**src/rtl/modulator_sequencer.sv**
```systemverilog
// Feeds one 8-bit sample per PWM symbol period to the modulator, with start/stop and underrun handling.
// Optional MODULATOR_SEQUENCER_UNDERRUN_CNT_EN adds a saturating 16-bit underrun_count output.
module modulator_sequencer #(
  parameter int unsigned CNT_WIDTH   = 16,
  parameter logic [7:0]  IDLE_SAMPLE = 8'd0
) (
  input  logic       clk,
  input  logic       rst,
  input  logic       start,
  input  logic       stop,
  input  logic [7:0] cfg_bits_per_sample,
  input  logic [7:0] cfg_clks_per_pwm_step,
  input  logic [7:0] s_data,
  input  logic       s_valid,
  output logic       s_ready,
  output logic       mod_enable,
  output logic       mod_new_sample,
  output logic [7:0] mod_sample,
  output logic [7:0] mod_bits_per_sample,
  output logic [7:0] mod_clks_per_pwm_step,
  output logic       busy,
  output logic       underrun
`ifdef MODULATOR_SEQUENCER_UNDERRUN_CNT_EN
  ,
  output logic [15:0] underrun_count
`endif
);

  localparam logic [1:0] ST_IDLE     = 2'd0;
  localparam logic [1:0] ST_PRIME    = 2'd1;
  localparam logic [1:0] ST_RUN      = 2'd2;
  localparam logic [1:0] ST_STOPPING = 2'd3;

  localparam logic [CNT_WIDTH-1:0] CNT_ONE = {{(CNT_WIDTH-1){1'b0}}, 1'b1};

  logic [1:0]           state_q, state_d;
  logic [CNT_WIDTH-1:0] cnt_q, cnt_d;
  logic [CNT_WIDTH-1:0] period_q, period_d;
  logic                 buf_full_q, buf_full_d;
  logic [7:0]           buf_data_q, buf_data_d;
  logic                 enable_q, enable_d;
  logic                 new_sample_q, new_sample_d;
  logic                 underrun_q, underrun_d;
  logic [7:0]           sample_q, sample_d;
  logic [7:0]           bits_q, bits_d;
  logic [7:0]           clks_q, clks_d;

  logic [15:0] bits_ext, clks_ext, product;
  logic        xfer, boundary, start_accept;

  // Zero configuration values count as one, so the period is never shorter than a clock.
  assign bits_ext = (cfg_bits_per_sample == 8'd0) ? 16'd1 : {8'd0, cfg_bits_per_sample};
  assign clks_ext = (cfg_clks_per_pwm_step == 8'd0) ? 16'd1 : {8'd0, cfg_clks_per_pwm_step};
  assign product  = bits_ext * clks_ext;

  // A stop cycle never accepts data: whatever would arrive is going to be flushed anyway.
  assign s_ready      = !buf_full_q && !stop && (state_q == ST_PRIME || state_q == ST_RUN);
  assign xfer         = s_valid && s_ready;
  assign boundary     = (cnt_q == period_q - CNT_ONE);
  assign start_accept = (state_q == ST_IDLE) && start && !stop;

  always_comb begin
    state_d      = state_q;
    cnt_d        = cnt_q;
    period_d     = period_q;
    buf_full_d   = buf_full_q;
    buf_data_d   = buf_data_q;
    enable_d     = enable_q;
    new_sample_d = 1'b0;
    underrun_d   = 1'b0;
    sample_d     = sample_q;
    bits_d       = bits_q;
    clks_d       = clks_q;

    if (xfer) begin
      buf_full_d = 1'b1;
      buf_data_d = s_data;
    end

    case (state_q)
      ST_IDLE: begin
        if (start_accept) begin
          bits_d   = cfg_bits_per_sample;
          clks_d   = cfg_clks_per_pwm_step;
          period_d = CNT_WIDTH'(product);
          cnt_d    = '0;
          state_d  = ST_PRIME;
        end
      end
      ST_PRIME: begin
        if (stop) begin
          buf_full_d = 1'b0;
          state_d    = ST_IDLE;
        end else if (buf_full_q) begin
          sample_d     = buf_data_q;
          new_sample_d = 1'b1;
          enable_d     = 1'b1;
          buf_full_d   = 1'b0;
          cnt_d        = '0;
          state_d      = ST_RUN;
        end
      end
      ST_RUN: begin
        cnt_d = boundary ? '0 : cnt_q + CNT_ONE;
        if (boundary && stop) begin
          enable_d   = 1'b0;
          buf_full_d = 1'b0;
          state_d    = ST_IDLE;
        end else if (boundary) begin
          new_sample_d = 1'b1;
          buf_full_d   = 1'b0;
          // A sample arriving in the boundary cycle itself still makes this symbol.
          if (buf_full_q) begin
            sample_d = buf_data_q;
          end else if (xfer) begin
            sample_d = s_data;
          end else begin
            sample_d   = IDLE_SAMPLE;
            underrun_d = 1'b1;
          end
        end else if (stop) begin
          state_d = ST_STOPPING;
        end
      end
      ST_STOPPING: begin
        cnt_d = boundary ? '0 : cnt_q + CNT_ONE;
        if (boundary) begin
          enable_d   = 1'b0;
          buf_full_d = 1'b0;
          state_d    = ST_IDLE;
        end
      end
      default: state_d = ST_IDLE;
    endcase
  end

  always_ff @(posedge clk) begin
    if (rst) begin
      state_q      <= ST_IDLE;
      cnt_q        <= '0;
      period_q     <= '0;
      buf_full_q   <= 1'b0;
      buf_data_q   <= 8'd0;
      enable_q     <= 1'b0;
      new_sample_q <= 1'b0;
      underrun_q   <= 1'b0;
      sample_q     <= 8'd0;
      bits_q       <= 8'd0;
      clks_q       <= 8'd0;
    end else begin
      state_q      <= state_d;
      cnt_q        <= cnt_d;
      period_q     <= period_d;
      buf_full_q   <= buf_full_d;
      buf_data_q   <= buf_data_d;
      enable_q     <= enable_d;
      new_sample_q <= new_sample_d;
      underrun_q   <= underrun_d;
      sample_q     <= sample_d;
      bits_q       <= bits_d;
      clks_q       <= clks_d;
    end
  end

  assign mod_enable            = enable_q;
  assign mod_new_sample        = new_sample_q;
  assign mod_sample            = sample_q;
  assign mod_bits_per_sample   = bits_q;
  assign mod_clks_per_pwm_step = clks_q;
  assign busy                  = (state_q != ST_IDLE);
  assign underrun              = underrun_q;

`ifdef MODULATOR_SEQUENCER_UNDERRUN_CNT_EN
  logic [15:0] underrun_count_q;

  // Counts alongside the pulse, so the value already includes the underrun being flagged.
  always_ff @(posedge clk) begin
    if (rst || start_accept) begin
      underrun_count_q <= 16'd0;
    end else if (underrun_d && underrun_count_q != 16'hFFFF) begin
      underrun_count_q <= underrun_count_q + 16'd1;
    end
  end

  assign underrun_count = underrun_count_q;
`endif

endmodule

```
**config.mk**
```make
export PLATFORM = sky130hd
export DESIGN_NAME = modulator_sequencer
export DESIGN_NICKNAME = d
export VERILOG_FILES = /design/src/rtl/modulator_sequencer.sv
export SDC_FILE = /design/constraint.sdc
export NUM_CORES = 1
export LEC_CHECK = 0
export ABC_AREA = 1
export CAP_MARGIN = 40
export CORE_ASPECT_RATIO = 1.5
export CORE_MARGIN = 2
export CORE_UTILIZATION = 60
export CTS_BUF_LIST = sky130_fd_sc_hd__clkbuf_4 sky130_fd_sc_hd__clkbuf_8
export CTS_CLUSTER_SIZE = 28
export DETAILED_ROUTE_END_ITERATION = 6
export PLACE_DENSITY = 0.84
export SLEW_MARGIN = 25
export SYNTH_ARGS = -nofsm -noshare
export SYNTH_HDL_FRONTEND = slang
export SYNTH_SLANG_ARGS = --single-unit
```
**constraint.sdc**
```tcl
create_clock -name clk -period 6.5 [get_ports clk]
set_input_delay 1.625 -clock clk [delete_from_list [all_inputs] [get_ports clk]]
set_output_delay 1.625 -clock clk [all_outputs]
set_load 0.05 [all_outputs]
```
==> run summary, run 1 <==
The number of setup buffers added after CTS is 0. Final count of pins violating max slew: 0. Summed over all instances, the cell type with the most area after synthesis is sky130_fd_sc_hd__dfxtp_1. For the final worst setup slack, the log shows 0.360 ns. The critical path's top delay family is adder cells.

The number of clock sinks seen by CTS came out at 70. The maximum fanout count along the critical path was 4. The routed design could run at a clock period as short as 6.14 ns. For this run, asynchronously set or reset flops after synthesis account for 0%. Clock latency on the worst-skew pair, taken at its later pin, is 0.37 ns. The H-tree was split into 3 levels. Prior to clock tree synthesis, the placed netlist has a worst setup slack of -0.0278 ns. The synthesized area per cell was 6.98 sq um; the maximum clock frequency was 0.163 GHz. Final routed wirelength across all metal layers: 14500 microns. The region available for standard cell placement spans 0.0100 sq mm. The run gives 0 as the number of nets still failing antenna checks after routing.

Primary flip-flop cell chosen by synthesis mapping: sky130_fd_sc_hd__dfxtp_1. Synthesis instantiated 45 different standard cells from the library. The critical path goes through clkdlybuf4s50_1 -> inv_1 -> nand4_1 -> nor4_1 -> nor2_1 -> inv_1 -> nand2_1 -> fa_1 -> fa_1 -> inv_1 -> fa_1 -> inv_1 -> fa_1 -> inv_1 -> ha_1 -> a21oi_1 -> o21ai_0 -> a21oi_1 -> o21ai_0 -> xor2_1 -> o21ai_0 -> inv_1. During synthesis, Yosys emitted a total of 0 warnings. After filler insertion, the fill cell instance count of the layout stands at 868. For this design the total switching power over the nets is 1050 uW. After clock tree synthesis, the clock-pin slew on the worst setup and hold paths is 0.08 ns.

Compared with the post-synthesis result, the final layout area differs by 15.9%. In this run the vertical extent of the chip is 128 microns. Data on the critical path is required at its endpoint by 6.76 ns. Of the cells placed in the final design, the portion with a size suffix greater than 1 is 9.15%.

TritonCTS created 9 clock buffers. The power density relative to cell area is 311 mW/mm^2, and the maximum count of clock buffers along a single path is 2. The flip-flop and latch count after synthesis came out at 70. Number of enable flip-flop cells after synthesis: 0. By instance count, the cell type seen most on the critical path is sky130_fd_sc_hd__inv_1. For the layout net count, the log shows 1042. The global-route usage over all layers is 27.7%. The first TritonRoute pass finished after 5 iterations. The slowest stage of the critical path belongs to the cell sky130_fd_sc_hd__fa_1. The cell area after synthesis came out at 0.00614 sq mm. Data on the critical path arrives at its endpoint at 6.40 ns.

The run gives 0 as the initial antenna violation count. Ranked by total cell area, the synthesized netlist is headed by sky130_fd_sc_hd__dfxtp_1 (23%), sky130_fd_sc_hd__nand2_1 (12%), sky130_fd_sc_hd__fa_1 (12%). The endpoint class of the critical path was a register.

The final weighted congestion of routability-driven global placement came out at 0.949. The detailed router finished its first iteration with 346 violations. In this run the horizontal extent of the chip is 86.6 microns. In this run, the combinational gates consume 57.9% of the power. The clock root buffer master is sky130_fd_sc_hd__clkbuf_8.

TritonCTS built the clock tree. The internal portion of the total power is 1160 uW. Kind of path behind the tightest hold check: register to register. The clock arrives with 0.0182 ns of skew. The largest incremental delay on the critical path is 0.56 ns, and the overall via count from detail_route is 5751. The proportion of synthesized chip area in sequential cells was 22.8%. The wire-length estimate of the detail-placed layout is 11400 microns. The most common cell in the synthesized netlist is sky130_fd_sc_hd__nand2_1. The initial core utilization came out at 61.2%. Entering global routing, the biggest net connects 43 pins. In this run switching power makes up 47.5% of total power.

The share of total power dissipated in sequential elements is 23.8%. The number of global-route vias before repair is 5690. For the cell count after synthesis, the log shows 880. The final worst-path cycle share was 94.5%. Critical path launch point type: an input pin. Ranked by instance count, the synthesized netlist is headed by sky130_fd_sc_hd__nand2_1 (197), sky130_fd_sc_hd__inv_1 (159), sky130_fd_sc_hd__nor2_1 (77), sky130_fd_sc_hd__dfxtp_1 (70), sky130_fd_sc_hd__a21oi_1 (58). For this run the aggregate overflow at the end of global routing stands at 0. Together, buffers and inverters on the worst path number 7. The final count of hold timing violations was 0; the number of cells upsized or downsized after cts was 0.

The logs give 987 for the number of nets in the synthesized netlist and 24500 microns for the global-route wire length before repair. The die outline area is 0.0111 sq mm. The I/O pin total was 58.

For the fraction of power consumed by the clock network, the log shows 18.3%. The count of buffers inserted at the top-level ports is 57. For the hold buffer count at cts, the log shows 0.

The tool flagged a number of max-cap violations equal to 0. For this run, design rule violations remaining after detail routing come to 0. Final hold analysis gives a worst-case slack of 0.463 ns. In this run the biggest area consumer among cell types represents 22.8% of the synthesized area. The reported leakage power was 0.00355 uW. Dividing the detail-routed via count by the number of cells gives 5.44.

The run gives 45 as the number of placement rows. The worst pin sits at a relative slew slack of 51.9%. Setup repair after global routing left no endpoint under its margin. Dividing the detail-routed wire length by the instance count gives 13.7 microns. The repair_antennas step left the layout with diodes totalling 0. Setup violations remaining at the end of the flow were counted as 0. The highest ir drop seen on vdd was 0.165 mV. The flow ran to the end, and the final reports show no timing, DRC or antenna violations.

The critical path is of the input pin to register type. The transition time at the pin with the least slew margin is 0.721 ns.
## sequential cells by signal, indices dropped and copies added (netlist names)
register	cells
underrun	1
mod_enable	1
mod_sample	8
mod_new_sample	1
mod_clks_per_pwm_step	8
state_q	2
buf_data_q	8
cnt_q	16
period_q	16
buf_full_q	1
mod_bits_per_sample	8
## worst paths after layout
check	from	endpoint	slack, ns	cells after the start
hold reg to reg	mod_sample[3]	mod_sample[3]	0.46	2
hold / removal	mod_sample[3]	mod_sample[3]	0.46	2
setup / recovery	cfg_bits_per_sample[4]	period_q[12]	0.36	22
setup reg to reg	state_q[1]	mod_sample[0]	4.03	9
## cells by family (layout without fill, tap and decap cells)
logic type	Yosys count	after routing	synth area share (%)
buffers and inverters	201	261	12.5
XOR/XNOR	27	27	3.85
flip-flops	70	70	22.8
adder cells (fa/ha/maj)	78	78	20.3
AO/OA/AOI/OAI	143	143	13.6
AND/OR/NAND/NOR	361	361	26.9
## routing by layer
layer	vias up	wire, microns	global-route usage (%)
met5	-	0	0
met4	0	786	17.2
met3	67	475	4.06
met2	160	7870	51.7
met1	2657	5330	28.1
li1	2867	-	-
## power groups by stage
| stage | sequential, uW | combinational [uW] | clock [uW] |
|---|---|---|---|
| 5_1_grt | 536 | 1440 | 431 |
| 3_5_place_dp | 537 | 1270 | 0 |
| 6_report | 527 | 1280 | 405 |
| 2_1_floorplan | 599 | 922 | 0 |
| 3_3_place_gp | 535 | 1240 | 0 |
| 4_1_cts | 527 | 1280 | 409 |
## layout by cell type (no fill, tap or decap), types with 4 or more instances in the layout
cell type,instances
sky130_fd_sc_hd__xor2_1,14
sky130_fd_sc_hd__xnor2_1,13
sky130_fd_sc_hd__fa_1,36
sky130_fd_sc_hd__nand4_1,13
sky130_fd_sc_hd__nor2_1,77
sky130_fd_sc_hd__dfxtp_1,70
sky130_fd_sc_hd__ha_1,42
sky130_fd_sc_hd__o21ai_0,51
sky130_fd_sc_hd__nand3_1,28
sky130_fd_sc_hd__a21oi_2,10
sky130_fd_sc_hd__clkbuf_8,9
sky130_fd_sc_hd__nand2_1,197
sky130_fd_sc_hd__inv_2,4
sky130_fd_sc_hd__inv_1,159
sky130_fd_sc_hd__a21oi_1,58
sky130_fd_sc_hd__nand3b_1,5
sky130_fd_sc_hd__nand3_2,10
sky130_fd_sc_hd__buf_4,20
sky130_fd_sc_hd__nor2_2,9
sky130_fd_sc_hd__o2111ai_1,10
sky130_fd_sc_hd__clkdlybuf4s50_1,56
## area by class of cell
class | count | area [sq um] | share of cell area, %
Multi-Input combinational cell | 609 | 3970 | 55.8
Clock inverter | 6 | 93.8 | 1.32
Timing Repair Buffer | 79 | 747 | 10.5
Inverter | 166 | 623 | 8.76
Tap cell | 117 | 146 | 2.06
Sequential cell | 70 | 1400 | 19.7
Clock buffer | 10 | 131 | 1.85
## worst min-delay path: cells and delay by family (launching register included)
family	cells	cell delay, ns
flip-flops	1	0.32
AO/OA/AOI/OAI	1	0.05
AND/OR/NAND/NOR	1	0.06
## per-stage QoR
step | std cells | area [sq um] | utilization [%] | power [uW] | setup TNS [ns]
finish | 1057 | 7110 | 71.0 | 2210 | 0
global route | 1057 | 7110 | 71.0 | 2400 | 0
CTS | 1056 | 7100 | 70.8 | 2210 | 0
detailed placement | 1040 | 6880 | 68.6 | 1810 | -0.0278
global placement | 1039 | 6860 | 68.4 | 1770 | 0
floorplan | 880 | 6140 | - | 1520 | 0
No activity file was read; power rests on OpenSTA's default activity.
==> inputs of run 2 (changes only) <==
SETUP_SLACK_MARGIN = 0.1   (was unset)
SLEW_MARGIN = unset   (was 25)
==> run summary, run 2 (synthesized netlist as in run 1, its figures left out) <==
Core outline area: 0.0100 sq mm. At the worst endpoint, the required time is 6.75 ns. The clock passes through at most 2 buffers.

The detailed router placed 5743 vias in this run. Summing all non-filler instances in the final layout gives an area of 0.00711 sq mm. The pre-antenna-repair detailed-routing pass consisted of 6 iterations. The final worst setup slack was 0.394 ns; the number of clock sinks seen by CTS was 70. STA puts the critical path data arrival time at 6.36 ns. Leaving out fill and tap cells, the most frequent cells in the layout are sky130_fd_sc_hd__nand2_1 (197), sky130_fd_sc_hd__inv_1 (159), sky130_fd_sc_hd__nor2_1 (77). The transition time at the pin with the least slew margin was 0.833 ns. Input and output buffers added on the ports amount to 57. The tools report the largest net degree at the start of global routing as 43. The HPWL after detailed placement is 11400 microns. The worst pin sits at a relative slew slack of 44.3%. Commonest non-fill, non-tap cell in the layout: sky130_fd_sc_hd__nand2_1. The final weighted congestion of routability-driven global placement was 0.949; the minimum period implied by the final worst setup slack was 6.11 ns. Setup repair after global routing left no endpoint under its margin. The logs give 0.0193 ns for the final clock skew and 45 for the number of placement rows.

In this run, the number of DRC markers left after iteration 0 of detailed routing was 308. STA classifies the critical path startpoint as an input pin. The final count of hold timing violations came out at 0.

In the routed design, unresolved DRC markers number 0. Dividing total power by cell area gives a power density of 311 mW/mm^2. The tools report the total CTS buffers as 9. The critical path is of the input pin to register type. After detailed routing, the average wire length per cell comes to 13.7 microns. The flow ran to the end, and the final reports show no timing, DRC or antenna violations. In the final layout, the registers with the most flip-flops are cnt_q: 16 flops, period_q: 16 flops. The kind of path behind the tightest hold check was register to register. The source-to-sink clock delay at the later pin of the worst-skew pair is 0.37 ns, and the CTS clock-pin slew for the worst setup and hold paths is 0.09 ns.

The instance area at placement was 0.00688 sq mm. Setup violations remaining at the end of the flow were counted as 0. The die covers 0.0111 sq mm. Global routing used 27.7% of the available tracks across all layers. The number of global-route vias before repair is 5690, and the die span in y is 128 microns. The logs give 0 for the total of max-cap violations and -0.0278 ns for the minimum setup slack after placement. The cell sitting at the root of the clock tree is a sky130_fd_sc_hd__clkbuf_8. Summed over all cells, the static leakage comes to 0.00355 uW. Along the worst path, the maximum fanout reaches 4. Final count of pins violating max slew: 0. TritonCTS built the clock tree.

Final routed wirelength across all metal layers: 14500 microns. Die width: 86.6 microns. The diode insertion count for antenna repair was 0.

Dividing the final minimum period by the clock period gives 93.9%. After the last flow step, the layout net total stands at 1041. After clock tree synthesis, the flow added hold-fix buffers numbering 0. The per-cell via count in the routed design is 5.44, and the remaining global-route overflow is 0. The count of H-tree levels built during CTS was 3. The tools report the initial antenna violation count as 0. The worst setup path is captured at a register. Static timing analysis puts the maximum clock frequency at 0.164 GHz. The worst-case IR drop observed on VDD is 0.165 mV. The area growth from synthesis to layout is 15.8%. Fraction of layout cells with a size suffix above 1: 9.16%.

The run gives 58 as the I/O pin total. Once the floorplan was initialized, standard cells occupied 61.2% of the core. The first global-routing pass estimated 24500 microns of wire. The tools report the number of nets still failing antenna checks after routing as 0.
==> run 2: changes by cell type in the layout (fill, tap and decap cells not counted) <==
cell	previous run	this run
sky130_fd_sc_hd__buf_6	1	0
sky130_fd_sc_hd__nor4_2	0	1
sky130_fd_sc_hd__nor4_1	2	1
==> run 2: worst max-delay path, stage by stage <==
cell,delay [ns]
sky130_fd_sc_hd__clkdlybuf4s50_1,0.45
sky130_fd_sc_hd__inv_1,0.10
sky130_fd_sc_hd__nand4_1,0.11
sky130_fd_sc_hd__nor4_2,0.14
sky130_fd_sc_hd__nor2_1,0.08
sky130_fd_sc_hd__inv_1,0.07
sky130_fd_sc_hd__nand2_1,0.08
sky130_fd_sc_hd__fa_1,0.55
sky130_fd_sc_hd__fa_1,0.57
sky130_fd_sc_hd__inv_1,0.06
sky130_fd_sc_hd__fa_1,0.53
sky130_fd_sc_hd__inv_1,0.06
sky130_fd_sc_hd__fa_1,0.53
sky130_fd_sc_hd__inv_1,0.05
sky130_fd_sc_hd__ha_1,0.34
sky130_fd_sc_hd__a21oi_1,0.18
sky130_fd_sc_hd__o21ai_0,0.13
sky130_fd_sc_hd__a21oi_1,0.22
sky130_fd_sc_hd__o21ai_0,0.13
sky130_fd_sc_hd__xor2_1,0.15
sky130_fd_sc_hd__o21ai_0,0.14
sky130_fd_sc_hd__inv_1,0.06
==> run 2: power breakdown <==
group          switching [uW]  leakage (uW)  internal (uW)
Combinational             825       0.00287            453
Sequential               44.4      0.000570            483
Clock                     181      0.000111            224
==> run 2: repair_timing <==
item                                    4_1_cts  5_1_grt
gates resized for setup                       0        1
endpoints found under the setup margin        0        1
setup buffers                                 0        0
==> run 2: path summary, 6_finish.rpt <==
check,startpoint,to,slack [ns],cells past startpoint
worst min-delay path,mod_sample[3],mod_sample[3],0.46,2
worst min register to register,mod_sample[3],mod_sample[3],0.46,2
worst max-delay path,cfg_bits_per_sample[4],period_q[12],0.39,22
worst max register to register,state_q[1],cnt_q[0],3.77,9
==> run 2: metal layers <==
layer  GRT usage [%]  vias to the layer above  share of wire [%]
met1            28.1                     2656                 37
met3            4.06                       57                3.8
met4            17.2                        0                4.7
met5               0                        -                  0
met2            51.7                      162                 55
li1                -                     2868                  -
==> run 2: metrics by stage <==
step           TNS [ns]  util [%]  total power [uW]  std cells  hold slack (ns)
6_report              0      70.9              2210       1056            0.463
5_1_grt               0      70.9              2400       1056            0.482
4_1_cts               0      70.8              2210       1056            0.465
3_5_place_dp    -0.0278      68.6              1810       1040            0.453
3_3_place_gp          0      68.4              1770       1039            0.448
2_1_floorplan         0         -              1520        880            0.445
==> run 2: layout make-up <==
cell class	instances	area, sq um
Inverter	166	623
Timing Repair Buffer	78	736
Tap cell	117	146
Sequential cell	70	1400
Multi-Input combinational cell	609	3980
Clock inverter	6	93.8
Fill cell	864	2920
Clock buffer	10	131
==> inputs of run 3 (changes only) <==
CORE_UTILIZATION = 55   (was 60)
PLACE_DENSITY = 0.81   (was 0.84)
clock period = 5.15 ns   (was 6.5 ns; I/O delays follow)
==> run summary, run 3 (synthesized netlist as in run 1, its figures left out) <==
The tools report the capture instance of the worst register-to-register path as mod_sample[0]. Data on the critical path is required at its endpoint by 5.44 ns. Traced cell by cell, the critical path runs through clkdlybuf4s50_1 -> buf_12 -> buf_4 -> nand2_1 -> fa_1 -> fa_1 -> inv_2 -> fa_1 -> inv_2 -> fa_1 -> inv_2 -> ha_4 -> a21oi_4 -> o21ai_2 -> nand2_1 -> o2111ai_2 -> nand2_1 -> inv_2 -> o21ai_2 -> o211ai_1 -> inv_1. The analysis attributes to cell leakage a power of 0.00378 uW. The logs give 0 for the initial antenna violation count and 5499 for the number of global-route vias before repair. The CTS clock-pin slew for the worst setup and hold paths is 0.07 ns.

The tools report the number of placement rows as 47. The flow ran to the end, but the final reports show violations. From synthesis to final layout, the design area changed by 24.2%. Once detail routing completed, the nets flagged for antenna violations numbered 0.

The total CTS buffers was 9; the switching portion of total power was 48.6%. The average routed wire per standard cell is 13.8 microns, and the initial core utilization is 56.1%. The commonest non-fill, non-tap cell in the layout is sky130_fd_sc_hd__nand2_1.

For the number of clock sinks seen by CTS, the log shows 70. Summing all non-filler instances in the final layout gives an area of 0.00763 sq mm. The worst path uses 101% of the clock period. The region available for standard cell placement spans 0.0109 sq mm. On the final layout, the worst clock skew is 0.00985 ns. The final count of hold timing violations is 0. The minimum period implied by the final worst setup slack was 5.19 ns. For this run, the top clock speed supported by timing is 0.193 GHz.

Counting cells, the worst reg-to-reg path comes to 9. The worst register-to-register path begins at state_q[0]. For this run the aggregate overflow at the end of global routing stands at 0. The floorplan step set the die height to 133 microns. For the pin with the worst max-slew slack, the measured transition is 0.699 ns. Minimum setup slack after placement: -0.575 ns.

In this run the horizontal extent of the chip is 90.3 microns. In this run the worst setup path terminates at period_q[14]. The critical path crosses 21 cells after its start point. Cell internal power was estimated by the tool at 1600 uW. The source-to-sink clock delay at the later pin of the worst-skew pair is 0.36 ns. The run gives 0 as the total of max-cap violations. The maximum count of clock buffers along a single path is 2.

In the layout the commonest cells are sky130_fd_sc_hd__nand2_1 (194), sky130_fd_sc_hd__inv_1 (148), sky130_fd_sc_hd__nor2_1 (72). The routed layout has 5849 vias. Of the total power, combinational logic draws 66.2%. Final count of pins violating max slew: 0. VDD sags by at most 0.190 mV. Instance area at placement: 0.00726 sq mm. Largest net degree at the start of global routing: 45. Data on the critical path arrives at its endpoint at 5.48 ns. The final reports fail on negative setup slack. On the critical path the largest part of the delay comes from adder cells. The number of buffers and inverters on the critical path is 8.

TritonCTS built the clock tree. The largest single stage delay on the critical path is 0.55 ns. Beginning of the critical path: cfg_clks_per_pwm_step[7].

For flop-to-flop paths, the worst setup slack is 2.81 ns. Power density relative to cell area: 408 mW/mm^2. Kind of path behind the tightest hold check: register to register.

STA classifies the critical path endpoint as a register. In this run the tool buffered the top-level ports with 57 buffer cells. The final worst setup slack was -0.0432 ns.

By startpoint and endpoint, the worst setup path is classified as input pin to register. The worst setup path is launched from an input pin. The run gives 21.5% as the proportion of power drawn by flip-flops and latches. The total iterations of the first detailed-routing run came out at 5. Along the worst path, the maximum fanout reaches 9. After detailed routing, the number of remaining DRC violations is 0. The post-route netlist has 17.7% of its cells at a drive strength greater than 1.

The DRC violation total after the first TritonRoute iteration was 196. CTS built an H-tree with a depth of 3. The tools report the die outline area as 0.0120 sq mm. The cell sitting at the root of the clock tree is a sky130_fd_sc_hd__clkbuf_8. The diode insertion count for antenna repair came out at 0. The final weighted congestion of routability-driven global placement is 0.925, and the fraction of power consumed by the clock network is 12.4%. Global routing used 24.9% of the available tracks. The per-cell via count in the routed design came out at 5.19. The tools report the detailed placement HPWL as 12200 microns.

The largest registers in the layout are cnt_q: 16 flops, period_q: 16 flops. The analysis attributes to net switching a power of 1510 uW. Wires add up to 15500 microns. The global-route wire length before repair was 24400 microns. The run gives 1126 as the count of placed standard cells in the final layout, fillers left out. Setup repair after global routing could not meet its margin everywhere. Number of setup violations in the final report: 1. Cell with the largest stage delay on the worst path: sky130_fd_sc_hd__fa_1. Worst slew margin relative to its limit: 53.4%. In the final design database the tool counted 1082 nets. In this run the count of I/O pins placed on the die edge is 58. Counting tap cells, the placed design contains a total of 1107 instances.
-- run 3: what timing repair did --
action,4_1_cts,5_1_grt
hold buffers,0,0
setup endpoints to repair,8,10
pin swaps,7,30
endpoints found under the hold margin,0,0
setup buffers,1,3
resized for setup,18,53
-- run 3: worst min-delay path by stage --
stage	from	end	slack (ns)	cells after the start
6_report	mod_sample[1]	mod_sample[1]	0.46	2
5_1_grt	mod_sample[1]	mod_sample[1]	0.49	2
4_1_cts	mod_sample[1]	mod_sample[1]	0.47	2
3_5_place_dp	buf_data_q[4]	buf_data_q[4]	0.46	2
3_3_place_gp	mod_sample[5]	mod_sample[5]	0.45	2
2_1_floorplan	buf_data_q[0]	buf_data_q[0]	0.45	2
-- run 3: worst min-delay path: stages (launching register included) --
cell	delay (ns)
sky130_fd_sc_hd__dfxtp_1	0.32
sky130_fd_sc_hd__nand2_1	0.06
sky130_fd_sc_hd__a21oi_1	0.05
-- run 3: layer usage --
layer | part of all wire [%] | vias up | GRT usage [%]
met3 | 2.6 | 35 | 3.45
li1 | - | 2944 | -
met2 | 57 | 114 | 50.6
met4 | 3.2 | 0 | 9.23
met1 | 37 | 2756 | 25.3
met5 | 0 | - | 0
-- run 3: cell type report --
class	instances	area [sq um]
multi-input cells	609	4200
fillers	910	3310
flip-flops and latches	70	1400
repair buffers	119	1050
inverters	166	628
well taps	147	184
clock buffers	9	124
clock inverters	6	40.0
-- run 3: power by group through the flow --
| stage | Combinational [uW] | Sequential [uW] | Clock (uW) |
|---|---|---|---|
| floorplan | 1240 | 756 | 0 |
| global placement | 1790 | 677 | 0 |
| detailed placement | 1840 | 678 | 0 |
| CTS | 1910 | 666 | 394 |
| global route | 2260 | 677 | 417 |
| finish | 2060 | 667 | 385 |
-- run 3: stage by stage --
step           utilization (%)  total power, uW  hold slack (ns)  TNS [ns]
2_1_floorplan                -             2000            0.445   -0.0390
3_3_place_gp              66.4             2470            0.449     -3.44
3_5_place_dp              66.4             2520            0.455     -4.62
4_1_cts                   68.5             2970            0.467         0
5_1_grt                   69.7             3350            0.486    -0.743
6_report                  69.7             3110            0.464   -0.0432
